**config.mk**
```make
export PLATFORM = sky130hd
export DESIGN_NAME = simd_mac_accumulator
export DESIGN_NICKNAME = d
export VERILOG_FILES = /design/src/rtl/simd_mac_accumulator.sv
export SDC_FILE = /design/constraint.sdc
export NUM_CORES = 2
export LEC_CHECK = 0
export BUFFER_PORTS_ARGS = -buffer_cell sky130_fd_sc_hd__buf_4
export CAP_MARGIN = 20
export CORE_MARGIN = 8
export CORE_UTILIZATION = 55
export DETAILED_ROUTE_END_ITERATION = 10
export PLACE_DENSITY = 0.7
export SETUP_SLACK_MARGIN = 0.4
export SLEW_MARGIN = 20
export SYNTH_ARGS = -nofsm -noshare
export SYNTH_HDL_FRONTEND = slang
export SYNTH_SLANG_ARGS = --single-unit
```
**constraint.sdc**
```tcl
create_clock -name clk -period 17.5 [get_ports clk]
set_clock_uncertainty 0.2 [all_clocks]
set_input_delay 0.875 -clock clk [delete_from_list [all_inputs] [get_ports clk]]
set_output_delay 0.875 -clock clk [all_outputs]
set_load 0.05 [all_outputs]
```
**src/rtl/simd_mac_accumulator.sv**
```systemverilog
`default_nettype none
// ============================================================================
// Module   : simd_mac_accumulator
// Brief    : Pipelined SIMD multiply-accumulate. Operand words split into
//            1, 2 or 4 lanes. Per-lane products accumulate into guarded lane
//            slots over a first..last framed sequence of beats. Results leave
//            through a valid/ready stream.
// Revision : 1.0 - initial release
// ============================================================================
module simd_mac_accumulator #(
    parameter int WIDTH   = 16,
    parameter int GUARD   = 8,
    parameter int SAT     = 1,
    parameter int COUNT_W = 16
) (
    input  logic                       clk,
    input  logic                       reset,
    input  logic [1:0]                 mode,
    input  logic [WIDTH-1:0]           a,
    input  logic [WIDTH-1:0]           b,
    input  logic                       a_sign,
    input  logic                       b_sign,
    input  logic                       in_valid,
    output logic                       in_ready,
    input  logic                       in_first,
    input  logic                       in_last,
    output logic                       out_valid,
    input  logic                       out_ready,
    output logic [2*WIDTH+4*GUARD-1:0] out_data,
    output logic [COUNT_W-1:0]         out_count,
    output logic [3:0]                 out_ovf
);

    localparam int C_DW = 2*WIDTH + 4*GUARD;  // packed slot vector width
    localparam int C_PW = 2*WIDTH;            // packed product vector width

    // Handshake
    logic               w_stall;
    logic               w_accept;

    // Mode/sign capture
    logic [1:0]         w_in_mode;
    logic               w_in_a_sign;
    logic               w_in_b_sign;
    logic [1:0]         r_cap_mode;
    logic               r_cap_a_sign;
    logic               r_cap_b_sign;

    // Stage 1
    logic               r_s1_valid;
    logic [WIDTH-1:0]   r_s1_a;
    logic [WIDTH-1:0]   r_s1_b;
    logic [1:0]         r_s1_mode;
    logic               r_s1_a_sign;
    logic               r_s1_b_sign;
    logic               r_s1_first;
    logic               r_s1_last;

    // Stage 2
    logic               r_s2_valid;
    logic [C_PW-1:0]    r_s2_prod;
    logic [1:0]         r_s2_mode;
    logic               r_s2_psigned;
    logic               r_s2_first;
    logic               r_s2_last;

    // Stage 3 accumulator state
    logic [C_DW-1:0]    r_acc;
    logic [3:0]         r_ovf;
    logic [COUNT_W-1:0] r_count;
    logic               r_open;

    // Per-mode datapath results and their selected versions
    logic [C_PW-1:0]    w_prod_m [3];
    logic [C_DW-1:0]    w_acc_m  [3];
    logic [3:0]         w_ovf_m  [3];
    logic [C_PW-1:0]    w_prod_sel;
    logic [C_DW-1:0]    w_acc_sel;
    logic [3:0]         w_ovf_sel;
    logic               w_fresh;
    logic [COUNT_W-1:0] w_count_nxt;

    // A pending result that downstream refuses freezes the whole pipe.
    assign w_stall  = out_valid & ~out_ready;
    assign in_ready = ~w_stall;
    assign w_accept = in_valid & in_ready;

    // Mode/signs come live from a first beat, otherwise from the last first beat.
    always_comb begin
        w_in_mode   = r_cap_mode;
        w_in_a_sign = r_cap_a_sign;
        w_in_b_sign = r_cap_b_sign;
        if (in_first) begin
            w_in_mode   = (mode == 2'd3) ? 2'd0 : mode;
            w_in_a_sign = a_sign;
            w_in_b_sign = b_sign;
        end
    end

    // Remember mode/signs of the most recent accepted first beat.
    always_ff @(posedge clk or negedge reset) begin
        if (!reset) begin
            r_cap_mode   <= 2'd0;
            r_cap_a_sign <= 1'b0;
            r_cap_b_sign <= 1'b0;
        end else if (w_accept && in_first) begin
            r_cap_mode   <= w_in_mode;
            r_cap_a_sign <= w_in_a_sign;
            r_cap_b_sign <= w_in_b_sign;
        end
    end

    // Stage 1: register the accepted beat with its effective mode/signs.
    always_ff @(posedge clk or negedge reset) begin
        if (!reset) begin
            r_s1_valid  <= 1'b0;
            r_s1_a      <= '0;
            r_s1_b      <= '0;
            r_s1_mode   <= 2'd0;
            r_s1_a_sign <= 1'b0;
            r_s1_b_sign <= 1'b0;
            r_s1_first  <= 1'b0;
            r_s1_last   <= 1'b0;
        end else if (!w_stall) begin
            r_s1_valid <= in_valid;
            if (in_valid) begin
                r_s1_a      <= a;
                r_s1_b      <= b;
                r_s1_mode   <= w_in_mode;
                r_s1_a_sign <= w_in_a_sign;
                r_s1_b_sign <= w_in_b_sign;
                r_s1_first  <= in_first;
                r_s1_last   <= in_last;
            end
        end
    end

    assign w_fresh = r_s2_first | ~r_open;

    // One datapath per lane configuration; the beat's mode selects the result.
    for (genvar m = 0; m < 3; m++) begin : g_mode
        localparam int LANES = 1 << m;
        localparam int L     = WIDTH >> m;
        localparam int SW    = 2*L + GUARD;

        logic [C_PW-1:0] w_prod;
        logic [C_DW-1:0] w_acc;
        logic [3:0]      w_ovf;

        for (genvar i = 0; i < LANES; i++) begin : g_lane
            logic [2*L-1:0] w_ax;
            logic [2*L-1:0] w_bx;
            logic [2*L-1:0] w_p;
            logic           w_sx;
            logic [SW-1:0]  w_ext;
            logic [SW-1:0]  w_base;
            logic [SW:0]    w_sum;
            logic           w_lane_ovf;
            logic [SW-1:0]  w_res;

            // Operands widened to 2L bits; the low 2L product bits are exact
            // for any signed/unsigned mix.
            assign w_ax = {{L{r_s1_a_sign & r_s1_a[i*L+L-1]}}, r_s1_a[i*L +: L]};
            assign w_bx = {{L{r_s1_b_sign & r_s1_b[i*L+L-1]}}, r_s1_b[i*L +: L]};
            assign w_p  = w_ax * w_bx;
            assign w_prod[i*2*L +: 2*L] = w_p;

            // Product is signed whenever either operand is signed.
            assign w_sx   = r_s2_psigned & r_s2_prod[i*2*L+2*L-1];
            assign w_ext  = {{GUARD{w_sx}}, r_s2_prod[i*2*L +: 2*L]};
            assign w_base = w_fresh ? '0 : r_acc[i*SW +: SW];
            assign w_sum  = {r_s2_psigned & w_base[SW-1], w_base}
                          + {r_s2_psigned & w_ext[SW-1],  w_ext};

            assign w_lane_ovf = r_s2_psigned ? (w_sum[SW] ^ w_sum[SW-1]) : w_sum[SW];
            assign w_res = (w_lane_ovf && (SAT != 0))
                         ? (r_s2_psigned ? {w_sum[SW], {(SW-1){~w_sum[SW]}}} : {SW{1'b1}})
                         : w_sum[SW-1:0];

            assign w_acc[i*SW +: SW] = w_res;
            assign w_ovf[i] = w_lane_ovf | (~w_fresh & r_ovf[i]);
        end

        if (LANES*SW < C_DW) begin : g_acc_pad
            assign w_acc[C_DW-1:LANES*SW] = '0;
        end
        if (LANES < 4) begin : g_ovf_pad
            assign w_ovf[3:LANES] = '0;
        end

        assign w_prod_m[m] = w_prod;
        assign w_acc_m[m]  = w_acc;
        assign w_ovf_m[m]  = w_ovf;
    end

    // Pick the product vector for the stage-1 beat's lane configuration.
    always_comb begin
        w_prod_sel = w_prod_m[0];
        case (r_s1_mode)
            2'd1:    w_prod_sel = w_prod_m[1];
            2'd2:    w_prod_sel = w_prod_m[2];
            default: w_prod_sel = w_prod_m[0];
        endcase
    end

    // Pick the accumulation result for the stage-2 beat's lane configuration.
    always_comb begin
        w_acc_sel = w_acc_m[0];
        w_ovf_sel = w_ovf_m[0];
        case (r_s2_mode)
            2'd1: begin
                w_acc_sel = w_acc_m[1];
                w_ovf_sel = w_ovf_m[1];
            end
            2'd2: begin
                w_acc_sel = w_acc_m[2];
                w_ovf_sel = w_ovf_m[2];
            end
            default: begin
                w_acc_sel = w_acc_m[0];
                w_ovf_sel = w_ovf_m[0];
            end
        endcase
    end

    assign w_count_nxt = w_fresh ? COUNT_W'(1)
                       : ((&r_count) ? r_count : r_count + COUNT_W'(1));

    // Stage 2: register products plus the control that travels with them.
    always_ff @(posedge clk or negedge reset) begin
        if (!reset) begin
            r_s2_valid   <= 1'b0;
            r_s2_prod    <= '0;
            r_s2_mode    <= 2'd0;
            r_s2_psigned <= 1'b0;
            r_s2_first   <= 1'b0;
            r_s2_last    <= 1'b0;
        end else if (!w_stall) begin
            r_s2_valid <= r_s1_valid;
            if (r_s1_valid) begin
                r_s2_prod    <= w_prod_sel;
                r_s2_mode    <= r_s1_mode;
                r_s2_psigned <= r_s1_a_sign | r_s1_b_sign;
                r_s2_first   <= r_s1_first;
                r_s2_last    <= r_s1_last;
            end
        end
    end

    // Stage 3: accumulate, and publish the result on a last beat.
    always_ff @(posedge clk or negedge reset) begin
        if (!reset) begin
            r_acc     <= '0;
            r_ovf     <= 4'd0;
            r_count   <= '0;
            r_open    <= 1'b0;
            out_valid <= 1'b0;
            out_data  <= '0;
            out_count <= '0;
            out_ovf   <= 4'd0;
        end else if (!w_stall) begin
            // Not stalled means any held result is being taken this cycle.
            out_valid <= r_s2_valid & r_s2_last;
            if (r_s2_valid) begin
                r_acc   <= w_acc_sel;
                r_ovf   <= w_ovf_sel;
                r_count <= w_count_nxt;
                r_open  <= ~r_s2_last;
                if (r_s2_last) begin
                    out_data  <= w_acc_sel;
                    out_count <= w_count_nxt;
                    out_ovf   <= w_ovf_sel;
                end
            end
        end
    end

endmodule
`default_nettype wire
```
==> metrics <==
status complete, no violations; initial DRC count 1908; setup tns final 0 ns; row count 91; GRT Resource Usage Total 0.265; fin util 0.603; met1 track demand over resource 0.343; number of synthesized flops with an enable pin 0; Critical path buffers and inverters 3; Finished Cell Area 0.0372 sq mm; Core ar. 0.0617 sq mm; hold endpoint r_s1_first$_DFFE_PN0P_; R2R Path End r_s2_prod[31]$_DFFE_PN0P_; Synth cell types 76; Resize count post-CTS 0; first-pass GRT wire length 151000 microns; area grow syn2layout 8.38%; Main synth FF type dfrtp_1; Worst R2R Start r_s1_b[15]$_DFFE_PN0P_; net count after synthesis 4645; busiest metal layer after global routing met2; Clock Tree Buf Depth 3; Crit Path Max Fanout 19; Yosys top cell area share 0.239; grt met3 use 0.0359; Syn Area/Cell 8.87 sq um; placed cell area 0.0360 sq mm; Post-Synthesis Cells ~3900; clock-pin slew on the worst setup and hold paths approximately 0.06 ns; fillers 5576; via count 27200; Tcrit/Tclk final 0.452; worst stage delay on the critical path just over 0.7 ns; CTS tree done; GP Congestion 0.953; r2r setup slk ~9.6 ns; initial antenna violation count 0; Detailed Route WL 93100 microns; GRT overflow 0; Top cell by count, worst path fa_1; PortBufs 127; number of synthesized register bits 251; Min-Delay Path Depth 2; FF-to-FF path depth 22; CP top delay family adder cells; max_slew headroom 0.243; Nets 4688; Period minus WS final between 7 and 8 ns; routed len/inst 19.5 microns; Hold Crit Class reg2reg; DRC violations left 0; Clock Latency Late Sink 0.62 ns; Slew @ Worst Pin 1.13 ns; Final setup viols 0; Critical Path RT between 15 and 20 ns; die span in x between 200 and 300 microns; Final ANT Viol Nets 0; first-pass iteration count of the detailed router 5; CTS Sinks 251; Antenna diodes 0; WS Path Type reg2reg; Fin. Hold Viols 0; yosys warns 0; met2 GRT Util 0.454; H-tree depth 1; max-cap violations 0; CP endpoint kind register; Setup crit start kind register; Die ar. 0.0706 sq mm; Yosys top cell by area fa_1; unrepaired setup endpoints after global routing false; CP Depth 22; Area contributors post-synth fa_1, dfrtp_1, ha_1, inv_1, nand2_1; Seq/Total Area, Yosys 0.183; vias per cell 5.69; layout cells sized above 1 0.0813; fraction of registers with async set/reset 1.00; clk root buf clkbuf_16; Slew Viols, Final 0; Worst EP arrival 8.21 ns; Mapped Area 0.0343 sq mm; Starting Density 0.556; Crit-path slowest cell dfrtp_1; Num CTS Buffers 31; die height 266 microns; dpl hpwl 73100 microns; # IOs 128; crit path cell chain nand2_1 -> or2_2 -> fa_1 -> fa_1 -> inv_1 -> fa_1 -> fa_1 -> fa_1 -> inv_1 -> fa_1 -> inv_1 -> ha_1 -> nand4_1 -> or2_2 -> a211oi_1 -> o211ai_1 -> a211oi_1 -> o311ai_0 -> mux2i_1 -> o21ai_0 -> o21ai_0 -> mux2_2; Peak Freq 126 MHz; vias in the first global route 27800; hold path startpoint r_s1_first$_DFFE_PN0P_; largest net degree at the start of global routing 76
==> worst register-to-register path: stages, from the launching register on <==
cell      delay (ns)
dfrtp_1         0.71
nand2_1         0.62
or2_2           0.50
fa_1            0.46
fa_1            0.50
inv_1           0.05
fa_1            0.47
fa_1            0.41
fa_1            0.51
inv_1           0.05
fa_1            0.47
inv_1           0.04
ha_1            0.36
nand4_1         0.12
or2_2           0.29
a211oi_1        0.31
o211ai_1        0.29
a211oi_1        0.47
o311ai_0        0.27
mux2i_1         0.16
o21ai_0         0.16
o21ai_0         0.09
mux2_2          0.28
==> metrics by stage <==
step           hold slack (ns)  cells  setup slack (ns)
6_report                 0.270   4775              9.59
5_1_grt                  0.261   4775              9.20
4_1_cts                  0.256   4775              9.67
3_5_place_dp             0.263   4716              9.67
3_3_place_gp             0.253   4716              9.84
2_1_floorplan            0.240   3870             10.57
==> cell type report <==
type / count / area, sq um / area share
inverter: 569 / 2140 / 0.0574
clock buffer: 43 / 901 / 0.0242
clock inverter: 15 / 235 / 0.00632
timing repair buffer: 168 / 1270 / 0.0342
sequential: 251 / 6280 / 0.169
multi-input combinational: 2892 / 25300 / 0.681
tap: 837 / 1050 / 0.0282
==> logic make-up (layout without fill, tap and decap cells) <==
logic type | Yosys count | after routing | synth area share
compound gates | 851 | 851 | 0.160
xor+xnor | 229 | 229 | 0.0584
fa+ha+maj | 733 | 733 | 0.357
buf+inv | 727 | 795 | 0.0802
flops | 251 | 251 | 0.183
mux | 67 | 67 | 0.0215
simple gates | 1012 | 1012 | 0.140
==> per-layer routing <==
metal  routed length, microns  share of wire
met2                    44500           0.48
met4                     3800          0.041
met1                    39100           0.42
met3                     5690          0.061
met5                        0              0
==> registers in the layout (all words and copies together) (netlist names), 4 cells and up <==
name	flops
out_data	64
r_acc	64
r_s2_prod	32
out_count	16
r_count	16
r_s1_a	16
r_s1_b	16
out_ovf	4
r_ovf	4
==> cell usage in the layout (no fill, tap or decap), types with 21 or more instances in the layout <==
cell,n
a31oi_1,64
nor3_1,31
and2_1,207
nand2_1,372
buf_4,166
ha_1,323
clkbuf_16,31
nand2b_1,26
nor2_1,211
dfrtp_1,251
o21bai_1,26
o21a_1,32
fa_1,410
a211oi_1,69
or2_2,21
o21ai_0,225
nand3_1,32
a21o_1,86
xnor2_1,155
inv_1,566
a21oi_1,190
xor2_1,72
mux2_2,53
and3_1,38
==> worst max path at each step <==
stage,endpoint,startpoint
2_1_floorplan,r_s2_prod[31]$_DFFE_PN0P_,r_s1_b[2]$_DFFE_PN0P_
3_3_place_gp,r_s2_prod[31]$_DFFE_PN0P_,r_s1_a[15]$_DFFE_PN0P_
3_5_place_dp,r_s2_prod[31]$_DFFE_PN0P_,r_s1_b[15]$_DFFE_PN0P_
4_1_cts,r_s2_prod[31]$_DFFE_PN0P_,r_s1_b[15]$_DFFE_PN0P_
5_1_grt,r_s2_prod[31]$_DFFE_PN0P_,r_s1_a[15]$_DFFE_PN0P_
6_report,r_s2_prod[31]$_DFFE_PN0P_,r_s1_b[15]$_DFFE_PN0P_
==> timing repair <==
| item | 4_1_cts | 5_1_grt |
|---|---|---|
| endpoints found under the hold margin | 40 | 0 |
| hold buffers | 1 | 0 |
| buffers inserted | 0 | 0 |
==> synthesized netlist by cell type, types with 4 or more instances <==
library cell and instances:
inv_1 566, fa_1 410, nand2_1 376, ha_1 323
dfrtp_1 251, o21ai_0 225, nor2_1 211, and2_1 208
a21oi_1 190, xnor2_1 156, clkbuf_1 144, a21o_1 86
xor2_1 73, a211oi_1 69, a31oi_1 64, mux2_2 53
and3_1 39, nand3_1 32, o21a_1 32, nor3_1 31
nand2b_1 26, o21bai_1 26, nor2b_1 21, or2_2 21
o31ai_1 20, a221oi_1 18, o211ai_1 18, mux2i_1 14
nand4_1 13, or3_1 12, a22oi_1 9, buf_1 8
o211a_1 8, a21boi_0 7, a211o_1 6, a221oi_2 6
a2111oi_0 5, a221o_1 5, a22o_1 5, nor3b_1 5
o2111ai_1 5, o21ai_1 5, o22a_1 5, o22ai_1 5
a32o_1 4
Power is left out: the tool's default activity adds up to more than one toggle a clock period on the data nets, which glitch-free logic cannot reach.
